[src/rtl/note_sequence_player.sv]
// note_sequence_player
//   Stores a sequence of up to DEPTH notes, plays it on the piezo with
//   programmable tone/gap durations, and checks player answers note-by-note,
//   echoing each answer on the piezo.
//
// Ports
//   clk, reset            : clock, asynchronous active-high reset
//   load_en, load_data,   : load a new sequence (IDLE only); note i sits at
//   load_len                load_data[i*NOTE_W +: NOTE_W]; length clamped to DEPTH
//   play                  : start playback (level, acted on in IDLE)
//   ans_valid, ans_note   : one answered note this cycle (IDLE only)
//   busy                  : high while playing a tone/gap or echoing an answer
//   piezo_out             : note to sound, 0 = silent
//   play_done             : 1-cycle pulse when playback completes
//   ans_correct/ans_wrong : 1-cycle answer result pulses
//   round_done            : 1-cycle pulse with the last correct answer
//   ans_index             : index of the next expected note
module note_sequence_player #(
  parameter  int NOTE_W    = 4,
  parameter  int DEPTH     = 8,
  parameter  int TICKS_ON  = 5000000,
  parameter  int TICKS_OFF = 5000000,
  localparam int LEN_W     = $clog2(DEPTH + 1),
  localparam int IDX_W     = (DEPTH > 1) ? $clog2(DEPTH) : 1
) (
  input  logic                    clk,
  input  logic                    reset,
  input  logic                    load_en,
  input  logic [NOTE_W*DEPTH-1:0] load_data,
  input  logic [LEN_W-1:0]        load_len,
  input  logic                    play,
  input  logic                    ans_valid,
  input  logic [NOTE_W-1:0]       ans_note,
  output logic                    busy,
  output logic [NOTE_W-1:0]       piezo_out,
  output logic                    play_done,
  output logic                    ans_correct,
  output logic                    ans_wrong,
  output logic                    round_done,
  output logic [IDX_W-1:0]        ans_index
);

  localparam int TMAX  = (TICKS_ON > TICKS_OFF) ? TICKS_ON : TICKS_OFF;
  localparam int TMR_W = (TMAX > 1) ? $clog2(TMAX + 1) : 1;

  localparam logic [TMR_W-1:0] ON_LAST  = TMR_W'(TICKS_ON - 1);
  localparam logic [TMR_W-1:0] OFF_LAST = TMR_W'(TICKS_OFF - 1);
  localparam logic [LEN_W-1:0] DEPTH_L  = LEN_W'(DEPTH);

  typedef enum logic [1:0] {IDLE, TONE, GAP, ECHO} state_t;

  state_t            state;
  logic [TMR_W-1:0]  timer;
  logic [NOTE_W-1:0] seq [DEPTH];
  logic [LEN_W-1:0]  length;
  logic [IDX_W-1:0]  play_idx;

  logic [IDX_W-1:0]  play_next;
  logic [LEN_W-1:0]  play_pos1;
  logic [LEN_W-1:0]  ans_pos1;
  logic [LEN_W-1:0]  len_clamped;
  logic              play_last;
  logic              ans_last;
  logic              ans_match;

  // "idx == length-1" is evaluated as "idx+1 == length" in the wider length
  // domain so that length=0 can never alias to a valid index.
  always_comb begin
    play_next   = play_idx + IDX_W'(1);
    play_pos1   = LEN_W'(play_idx) + LEN_W'(1);
    ans_pos1    = LEN_W'(ans_index) + LEN_W'(1);
    play_last   = (play_pos1 == length);
    ans_last    = (ans_pos1 == length);
    ans_match   = (length != '0) && (ans_note == seq[ans_index]);
    len_clamped = (load_len > DEPTH_L) ? DEPTH_L : load_len;
  end

  always_ff @(posedge clk or posedge reset) begin
    if (reset) begin
      state       <= IDLE;
      timer       <= '0;
      length      <= '0;
      play_idx    <= '0;
      for (int unsigned i = 0; i < DEPTH; i++) seq[i] <= '0;
      busy        <= 1'b0;
      piezo_out   <= '0;
      play_done   <= 1'b0;
      ans_correct <= 1'b0;
      ans_wrong   <= 1'b0;
      round_done  <= 1'b0;
      ans_index   <= '0;
    end else begin
      play_done   <= 1'b0;
      ans_correct <= 1'b0;
      ans_wrong   <= 1'b0;
      round_done  <= 1'b0;
      case (state)
        IDLE: begin
          if (load_en) begin
            for (int unsigned i = 0; i < DEPTH; i++)
              seq[i] <= load_data[i*NOTE_W +: NOTE_W];
            length    <= len_clamped;
            ans_index <= '0;
          end else if (play) begin
            if (length == '0) begin
              play_done <= 1'b1;
            end else begin
              state     <= TONE;
              timer     <= '0;
              play_idx  <= '0;
              busy      <= 1'b1;
              piezo_out <= seq[0];
              ans_index <= '0;
            end
          end else if (ans_valid) begin
            state     <= ECHO;
            timer     <= '0;
            busy      <= 1'b1;
            piezo_out <= ans_note;
            if (ans_match) begin
              ans_correct <= 1'b1;
              if (ans_last) begin
                round_done <= 1'b1;
                ans_index  <= '0;
              end else begin
                ans_index <= ans_index + IDX_W'(1);
              end
            end else begin
              ans_wrong <= 1'b1;
              ans_index <= '0;
            end
          end
        end
        TONE: begin
          if (timer == ON_LAST) begin
            state     <= GAP;
            timer     <= '0;
            piezo_out <= '0;
          end else begin
            timer <= timer + TMR_W'(1);
          end
        end
        GAP: begin
          if (timer == OFF_LAST) begin
            timer <= '0;
            if (play_last) begin
              state     <= IDLE;
              busy      <= 1'b0;
              play_done <= 1'b1;
            end else begin
              state     <= TONE;
              play_idx  <= play_next;
              piezo_out <= seq[play_next];
            end
          end else begin
            timer <= timer + TMR_W'(1);
          end
        end
        ECHO: begin
          if (timer == ON_LAST) begin
            state     <= IDLE;
            timer     <= '0;
            busy      <= 1'b0;
            piezo_out <= '0;
          end else begin
            timer <= timer + TMR_W'(1);
          end
        end
        default: begin
          state     <= IDLE;
          timer     <= '0;
          busy      <= 1'b0;
          piezo_out <= '0;
        end
      endcase
    end
  end

endmodule

[config.mk]
export PLATFORM = sky130hd
export DESIGN_NAME = note_sequence_player
export DESIGN_NICKNAME = d
export VERILOG_FILES = /design/src/rtl/note_sequence_player.sv
export SDC_FILE = /design/constraint.sdc
export NUM_CORES = 1
export LEC_CHECK = 0
export ABC_AREA = 1
export BUFFER_PORTS_ARGS = -buffer_cell sky130_fd_sc_hd__buf_2
export CAP_MARGIN = 25
export CORE_MARGIN = 2
export CORE_UTILIZATION = 30
export CTS_BUF_LIST = sky130_fd_sc_hd__clkbuf_16
export DETAILED_ROUTE_END_ITERATION = 8
export PLACE_DENSITY = 0.45
export SYNTH_ARGS = -nofsm -noshare
export SYNTH_HDL_FRONTEND = slang
export SYNTH_SLANG_ARGS = --single-unit
[constraint.sdc]
create_clock -name clk -period 2.6 [get_ports clk]
set_input_delay 0.13 -clock clk [delete_from_list [all_inputs] [get_ports clk]]
set_output_delay 0.13 -clock clk [all_outputs]
set_load 0.05 [all_outputs]
==> qor.yml, run 1 <==
status:
  status: "finished clean"
power_and_ir_drop:
  p_per_area_nw_per_um2: 571
  vdd.ir_drop.worst_v: 0.000310
  finalPower_uw: 3130
  leakage_uw: 0.00270
synth:
  synth_fp_nets: 660
  post-synth-top-count-cell: "nand2_1"
  synth_common_cells: "nand2_1 (151), inv_1 (80), o21ai_0 (78)"
  yosysUniqueCellTypes: 32
  postSynthAreaPerCell_um2: 7.24
  yosys_most_used_dff: "dfrtp_1"
  synth-seq-cells: 76
  syn_area_um2: 4430
  yosysWarnings: 0
  synth_area_leaders: "dfrtp_1 (43%), nand2_1 (13%), o21ai_0 (8.8%)"
  ys_seq_area_share_pct: 42.9
  synth_top_cell_area_share_pct: 42.9
  synth_edf_count: 0
  syn_inst: 612
  async_flop_share_pct: 100
  yosysTopAreaCell: "dfrtp_1"
placed_design:
  pre_cts_ws_ns: 0.402
  dp_hpwl_um: 9870
  gp_congestion: 0.885
  port_buffers: 56
sta:
  setup_viol: 0
  max_freq_mhz: 450
  worst_pin_slew_ns: 0.842
  final.setup.worst_slack_ns: 0.379
  max_slew_margin_pct: 43.9
  final_max_slew_viol_count: 0
  rsz0062_at_grt: "no"
  finClkSkew_ns: 0.00692
  finalCriticalPeriod_ns: 2.22
  finalHoldViolCount: 0
  fin_crit_sh_pct: 85.4
  finalSetupTns_ns: 0
cells_and_area:
  drive_gt1_share_pct: 13.8
  nNetsFinal: 741
  area_growth_pct: 23.6
  antennaDiodeCount: 0
  fin_util_pct: 37.8
clocking:
  cts_buffers: 9
  ctsResizeCount: 0
  clock_path_buffers: 2
  cts.clk_slew.worst_paths_ns: 0.06
  htree_levels: 3
  clk_latency_ns: 0.35
  cts.sinks: 76
  root_buffer: "clkbuf_16"
  cts_tree: "done"
drt:
  ant_nets: 0
  drt_iter0_markers: 283
  wl_met1_um: 6140
  firstDrtPassIters: 5
  highest_layer: "met4"
  wl_per_cell_um: 15.2
  met3_length_um: 417
  drt-total-wl_um: 13400
  drc: 0
  dr_total_vias: 4322
  met2_length_um: 6520
  viasPerCell: 4.90
floorplanning:
  die_h_um: 125
  fp.coreArea_um2: 14500
  die_w_um: 125
  initial_utilization_pct: 30.6
  io-pin-count: 57
  dieArea_um2: 15700
  rows: 44
grt:
  grt_pass1_vias: 4374
  grt_max_degree: 64
  grt_pass1_wl_um: 22500
  antenna_found_initial: 0
  grt.total_usage_pct: 18.1
  overflow: 0
min_path:
  hold_path_class: "input pin to flip-flop"
  hp-start: "load_data[28]"
  hold_path_depth: 3
  hold_end: "seq[0]$_DFFE_PP0P_"
setup_path:
  path_delay_family: "simple AND/OR/NAND/NOR gates"
  cp_slowest_stage_delay_ns: 0.38
  r2r_slack_ns: 0.38
  worstPathRequired_ns: 2.83
  reg2reg_to: "piezo_out[0]$_DFFE_PP0P_"
  crit_top_cell: "nand2_1"
  cp_num_buf_inv: 4
  path_cells: "inv_1, nand2_2, inv_1, nand2_1, nand2_1, inv_2, nand2_2, inv_2, nand2_1, nand2_1, nand2_1"
  startpoint_type: "flip-flop"
  cp-startpoint: "state[0]$_DFFE_PP0P_"
  cp-end-kind: "flip-flop"
  reg2reg_from: "state[0]$_DFFE_PP0P_"
  cp.arrival_ns: 2.45
  slowest_stage: "dfrtp_1"
  cp_max_fo: 15
  r2r_cells: 11
  worstSetupPathType: "flip-flop to flip-flop"
run:
  cap_violations: 0
## state kept, by name, summed over array words and instances, names as in the netlist, 2 cells and up
register	count
seq	32
timer	23
ans_index	3
play_idx	3
state	2
piezo_out	4
length	4
## worst max-delay path by stage
stage                               end  slack (ns)  cells after the start
3_3_place_gp   piezo_out[2]$_DFFE_PP0P_        0.48                     11
5_1_grt        piezo_out[1]$_DFFE_PP0P_        0.15                     11
6_report       piezo_out[0]$_DFFE_PP0P_        0.38                     11
2_1_floorplan     ans_correct$_DFF_PP0_        0.53                      1
3_5_place_dp   piezo_out[0]$_DFFE_PP0P_        0.40                     11
4_1_cts        piezo_out[0]$_DFFE_PP0P_        0.39                     11
## layer usage
layer | up-vias | global-route usage (%)
li1 | 2153 | -
met1 | 2049 | 23.2
met2 | 94 | 30.0
met3 | 26 | 3.55
met4 | 0 | 7.32
met5 | - | 0
## cell type report
cell class / count / area, um2
fill: 1547 / 9010
inverter: 83 / 313
clock buffer: 9 / 225
sequential: 76 / 1900
tap: 184 / 230
clock inverter: 7 / 81.3
timing repair buffer: 92 / 618
multi-input combinational: 431 / 2100
## power breakdown
| part | internal, uW | switching (uW) |
|---|---|---|
| sequential | 1280 | 95.1 |
| clock | 827 | 507 |
| combinational | 156 | 256 |
| total | 2270 | 859 |
## placed cells by master, fill, tap and decap left out, types with 4 or more instances in the layout
cell,count
nand2_1,151
nor2_2,4
a21oi_1,26
buf_2,56
dfrtp_1,76
dlygate4sd3_1,27
xor2_1,14
nor3_1,15
clkbuf_16,9
o21ai_0,78
nand3_1,62
buf_4,9
nand4_1,9
o22ai_1,4
inv_1,79
nor4_1,5
o211ai_1,4
nor2_1,39
## worst register-to-register path, cell delays in order, from the launching register on
cell	delay (ns)
dfrtp_1	0.38
inv_1	0.09
nand2_2	0.25
inv_1	0.25
nand2_1	0.12
nand2_1	0.08
inv_2	0.20
nand2_2	0.18
inv_2	0.26
nand2_1	0.16
nand2_1	0.09
nand2_1	0.05
## through the flow
stage / cell area (um2) / hold slack (ns) / cells
after global routing: 5470 / 0.0148 / 882
after detailed placement: 4890 / 0.337 / 839
after floorplan: 4430 / 0.247 / 612
final: 5470 / 0.0127 / 882
after global placement: 4890 / 0.335 / 839
after CTS: 5470 / 0.00147 / 882
## timing repair
item                                    4_1_cts  5_1_grt
hold endpoints to repair                     71        0
endpoints found under the setup margin        0        0
hold buffers                                 27        0
setup buffers                                 0        0
## kinds of logic after synthesis
kind of cell    Yosys count  synth area share, %
buf+inv                 105                 9.69
xor+xnor                 17                 3.53
compound gates          113                 13.1
flops                    76                 42.9
fa+ha+maj                 3                0.848
simple gates            298                 29.9
No activity file was read; power rests on OpenSTA's default activity.
==> run 2: changes to the inputs <==
--- a/config.mk
+++ b/config.mk
@@ -12,7 +12,6 @@
 export CORE_UTILIZATION = 30
 export CTS_BUF_LIST = sky130_fd_sc_hd__clkbuf_16
 export DETAILED_ROUTE_END_ITERATION = 8
-export PLACE_DENSITY = 0.45
 export SYNTH_ARGS = -nofsm -noshare
 export SYNTH_HDL_FRONTEND = slang
 export SYNTH_SLANG_ARGS = --single-unit
==> run 2 against run 1 <==
- fmax up 7.3%
- combinational power is 2% lower
- global-route usage fell by 2.0 points
- sequential share of layout area fell by 0.17 points
- final cell count up 0.11%
- worst hold slack got worse by 0.010 ns
- routed wire length fell by 11%
==> qor.yml, run 2 (synthesized netlist as in run 1, its figures left out) <==
grt:
  grt_pass1_vias: 4092
  grt_pass1_wl_um: 20300
  grt_max_degree: 77
  grt.total_usage_pct: 16.1
  overflow: 0
  antenna_found_initial: 1
cells_and_area:
  largest_register_ffs: 32
  antennaDiodeCount: 0
  nNetsFinal: 742
  mostFrequentLayoutCells: "nand2_1 (151), inv_1 (79), o21ai_0 (78)"
  reg_top3: "seq: 32 flops, timer: 23 flops"
  area_growth_pct: 24.2
  layout_commonest_cell: "nand2_1"
  finalNonFillerCells: 883
  drive_gt1_share_pct: 14.3
  regMostFlops: "seq"
placed_design:
  gp_congestion: 0.884
  port_buffers: 56
  place.detailed.instances: 841
  dp_hpwl_um: 8620
drt:
  dr_total_vias: 4156
  drt_iter0_markers: 265
  drt-total-wl_um: 12000
  viasPerCell: 4.71
  drc: 0
  firstDrtPassIters: 5
  ant_nets: 0
  wl_per_cell_um: 13.5
power_and_ir_drop:
  leakage_uw: 0.00271
  vdd.ir_drop.worst_v: 0.000389
  p_per_area_nw_per_um2: 568
setup_path:
  worstSetupPathType: "flip-flop to flip-flop"
  cp-startpoint: "state[1]$_DFFE_PP0P_"
  reg2reg_from: "state[1]$_DFFE_PP0P_"
  cp.arrival_ns: 2.30
  worstPathRequired_ns: 2.83
  cp_max_fo: 15
  startpoint_type: "flip-flop"
  cp-end-kind: "flip-flop"
sta:
  final_max_slew_viol_count: 0
  max_freq_mhz: 483
  finalCriticalPeriod_ns: 2.07
  fin_crit_sh_pct: 79.6
  finalHoldViolCount: 0
  rsz0062_at_grt: "no"
  finClkSkew_ns: 0.00779
  setup_viol: 0
  worst_pin_slew_ns: 0.567
  max_slew_margin_pct: 62.2
  fin_hold_ws_ns: 0.00267
  finalSetupTns_ns: 0
floorplanning:
  fp.coreArea_um2: 14500
  dieArea_um2: 15700
  initial_utilization_pct: 30.6
  io-pin-count: 57
  die_w_um: 125
  die_h_um: 125
  rows: 44
run:
  cap_violations: 0
clocking:
  cts.sinks: 76
  cts.clk_slew.worst_paths_ns: 0.06
  cts_buffers: 9
  root_buffer: "clkbuf_16"
  htree_levels: 3
  clock_path_buffers: 2
  cts_tree: "done"
  clk_latency_ns: 0.35
min_path:
  hold_path_class: "input pin to flip-flop"
  hp-start: "load_len[0]"
status:
  status: "finished clean"
## run 2: cell count changes in the layout (fill, tap and decap cells not counted)
cell,delta
buf_12,+1
inv_6,+1
dlygate4sd3_1,-1
clkinvlp_4,+1
clkinv_1,-2
buf_4,+1
## run 2: metrics by stage
step / util [%] / setup WS [ns] / total power, uW / instance area (um2)
detailed placement: 34.0 / 0.555 / 1760 / 4920
global route: 38.0 / 0.323 / 3290 / 5500
floorplan: - / 0.532 / 1630 / 4430
finish: 38.0 / 0.531 / 3120 / 5500
global placement: 34.0 / 0.623 / 1760 / 4920
CTS: 38.0 / 0.543 / 3160 / 5500
## run 2: area by class of cell
type	count	area, um2
tap	184	230
clock inverter	7	90.1
inverter	83	313
sequential	76	1900
timing repair buffer	93	636
multi-input combinational	431	2100
clock buffer	9	225
fill	1533	8980
## run 2: power by group
group | switching (uW) | internal, uW | leakage [uW] | total (uW)
Combinational | 247 | 157 | 0.00169 | 404
Clock | 511 | 837 | 0.000153 | 1350
Sequential | 86.4 | 1280 | 0.000873 | 1370
Total | 845 | 2280 | 0.00271 | 3120
## run 2: worst paths after layout
kind,to,slack [ns],depth (start not counted)
min in group asynchronous,play_done$_DFF_PP0_,0.39,4
setup reg to reg,piezo_out[3]$_DFFE_PP0P_,0.53,11
hold reg to reg,piezo_out[3]$_DFFE_PP0P_,0.48,2
max in group asynchronous,seq[1]$_DFFE_PP0P_,1.85,4
setup / recovery,piezo_out[3]$_DFFE_PP0P_,0.53,11
hold / removal,length[0]$_DFFE_PP0P_,0.003,3
## run 2: what timing repair did
action,in CTS,in global routing
gates resized for setup,0,0
setup buffers,0,0
hold endpoints to repair,101,0
hold buffers,26,0
## run 2: worst max-delay path, stage by stage, from the launching register on
cell and delay (ns):
dfrtp_1 0.39, inv_1 0.09, nand2_2 0.23, nor2_1 0.11
a21oi_1 0.13, nand2_1 0.09, inv_2 0.22, nand2_2 0.19
inv_2 0.24, nand2_1 0.14, nand2_1 0.08, nand2_1 0.05
## run 2: routing by layer
layer | track usage [%] | share of wire, % | vias to the layer above
met4 | 5.36 | 1.1 | 2
li1 | - | - | 2151
met3 | 4.36 | 5.9 | 13
met5 | 0 | 0.092 | -
met2 | 25.9 | 46 | 123
met1 | 20.9 | 46 | 1867
==> run 3: changes to the inputs <==
==> constraint.sdc (replaced) <==
create_clock -name clk -period 1.7 [get_ports clk]
set_input_delay 0.085 -clock clk [delete_from_list [all_inputs] [get_ports clk]]
set_output_delay 0.085 -clock clk [all_outputs]
set_load 0.05 [all_outputs]
==> run 3 against run 2 <==
- register-to-register slack worse by 0.52 ns
- design area up 15%
- first-iteration DRC count is 9.8% higher
==> qor.yml, run 3 (synthesized netlist as in run 1, its figures left out) <==
status:
  status: "finished clean"
cells_and_area:
  area_growth_pct: 42.5
  largest_register_ffs: 32
  regMostFlops: "seq"
  layout_commonest_cell: "nand2_1"
  reg_top3: "seq: 32 flops, timer: 23 flops"
  antennaDiodeCount: 0
  mostFrequentLayoutCells: "nand2_1 (143), inv_1 (74), dfrtp_1 (74)"
  nNetsFinal: 803
  stdcell_area_um2: 6310
  drive_gt1_share_pct: 26.2
  finalNonFillerCells: 944
  fin_util_pct: 43.6
setup_path:
  reg2reg_to: "piezo_out[2]$_DFFE_PP0P_"
  r2r_slack_ns: 0.01
  path_cells: "ha_4, buf_6, clkinvlp_4, a21oi_1, o21ai_0, nand3_1, nand3_1, nand2_1, nand3_1, nand2_1"
  slowest_stage: "dfrtp_1"
  r2r_cells: 10
  path_delay_family: "flip-flops"
  cp-end-kind: "flip-flop"
  cp_max_fo: 7
  crit_top_cell: "nand3_1"
  worstPathRequired_ns: 1.98
  reg2reg_from: "play_idx[0]$_DFFE_PP0P_"
  worstSetupPathType: "flip-flop to flip-flop"
  path_depth: 10
  cp_num_buf_inv: 2
  cp.arrival_ns: 1.97
  cp_slowest_stage_delay_ns: 0.42
  startpoint_type: "flip-flop"
grt:
  grt_pass1_vias: 4375
  overflow: 0
  antenna_found_initial: 0
  grt.total_usage_pct: 17.0
  grt_pass1_wl_um: 21500
  grt_max_degree: 68
clocking:
  cts.sinks: 76
  clk_latency_ns: 0.34
  cts_tree: "done"
  cts.clk_slew.worst_paths_ns: 0.06
  cts_buffers: 9
  root_buffer: "clkbuf_16"
  clock_path_buffers: 2
  htree_levels: 3
placed_design:
  place_area_um2: 5250
  port_buffers: 56
  dp_hpwl_um: 9500
  gp_congestion: 0.904
  place.detailed.instances: 880
drt:
  ant_nets: 0
  viasPerCell: 4.85
  firstDrtPassIters: 5
  dr_total_vias: 4581
  drt-total-wl_um: 13800
  drc: 0
  drt_iter0_markers: 291
  wl_per_cell_um: 14.6
sta:
  max_freq_mhz: 593
  setup_viol: 0
  rsz0062_at_grt: "yes"
  finalCriticalPeriod_ns: 1.69
  max_slew_margin_pct: 62.4
  finClkSkew_ns: 0.0109
  worst_pin_slew_ns: 0.562
  finalHoldViolCount: 0
  fin_crit_sh_pct: 99.2
  final_max_slew_viol_count: 0
floorplanning:
  dieArea_um2: 15700
  initial_utilization_pct: 30.6
  die_w_um: 125
  fp.coreArea_um2: 14500
  io-pin-count: 57
  rows: 44
  die_h_um: 125
power_and_ir_drop:
  leakage_uw: 0.00305
  vdd.ir_drop.worst_v: 0.000604
  p_per_area_nw_per_um2: 813
run:
  cap_violations: 0
min_path:
  hp-start: "load_len[3]"
  hold_end: "length[3]$_DFFE_PP0P_"
  hold_path_depth: 3
  hold_path_class: "input pin to flip-flop"
## run 3: cell types whose count changed in the layout (fill, tap and decap cells not counted), sizes merged
cell         previous run  this run
buf                    67       116
bufinv                  2         3
clkbuf                  9        10
clkinv                  4         1
clkinvlp                1         6
dlygate4sd3            26        36
inv                    83        81
## run 3: metrics by stage
step                      worst slack [ns]  hold slack (ns)  TNS (ns)  total power, uW
after detailed placement           -0.0612            0.190    -0.209             2760
final                               0.0128           0.0339         0             5130
after CTS                          0.00514           0.0523         0             5060
after global placement             0.00569            0.184         0             2750
after global routing                -0.114           0.0817     -1.12             5370
after floorplan                     0.0340            0.202         0             2500
## run 3: how the worst max path moves through the flow
| stage | from | end | slack [ns] |
|---|---|---|---|
| global placement | play_idx[0]$_DFFE_PP0P_ | play_idx[2]$_DFFE_PP0P_ | 0.006 |
| floorplan | play_idx[0]$_DFFE_PP0P_ | play_idx[0]$_DFFE_PP0P_ | 0.03 |
| global route | play_idx[0]$_DFFE_PP0P_ | piezo_out[1]$_DFFE_PP0P_ | -0.11 |
| detailed placement | play_idx[0]$_DFFE_PP0P_ | play_idx[2]$_DFFE_PP0P_ | -0.06 |
| CTS | timer[0]$_DFFE_PP0P_ | busy$_DFFE_PP0P_ | 0.005 |
| finish | play_idx[0]$_DFFE_PP0P_ | piezo_out[2]$_DFFE_PP0P_ | 0.01 |
## run 3: worst register-to-register path: stages (launching register included)
cell	delay, ns
dfrtp_1	0.42
ha_4	0.30
buf_6	0.11
clkinvlp_4	0.18
a21oi_1	0.15
o21ai_0	0.09
nand3_1	0.07
nand3_1	0.06
nand2_1	0.09
nand3_1	0.09
nand2_1	0.07
## run 3: repair_timing
action                                  4_1_cts  5_1_grt
pin swaps                                     1       19
hold buffers                                 36        0
hold endpoints to repair                     54        0
endpoints found under the setup margin       10       40
cloned                                        0        2
gates resized for setup                       3       68
setup buffers                                 1        9
## run 3: layout make-up
class,count,area [um2]
Fill cell,1458,8170
Timing Repair Buffer,153,1180
Clock inverter,7,114
Timing Repair inverter,1,7.51
Inverter,83,329
Multi-Input combinational cell,431,2320
Sequential cell,76,1900
Clock buffer,9,225
Tap cell,184,230
## run 3: where the power goes
| part | switching [uW] | internal, uW |
|---|---|---|
| logic | 490 | 331 |
| registers | 129 | 1960 |
| clock network | 788 | 1430 |
## run 3: routing by layer
metal,wire (um),global-route usage (%)
met2,6440,27.8
met5,0,0
met3,744,3.55
met4,264,5.42
met1,6330,22.7
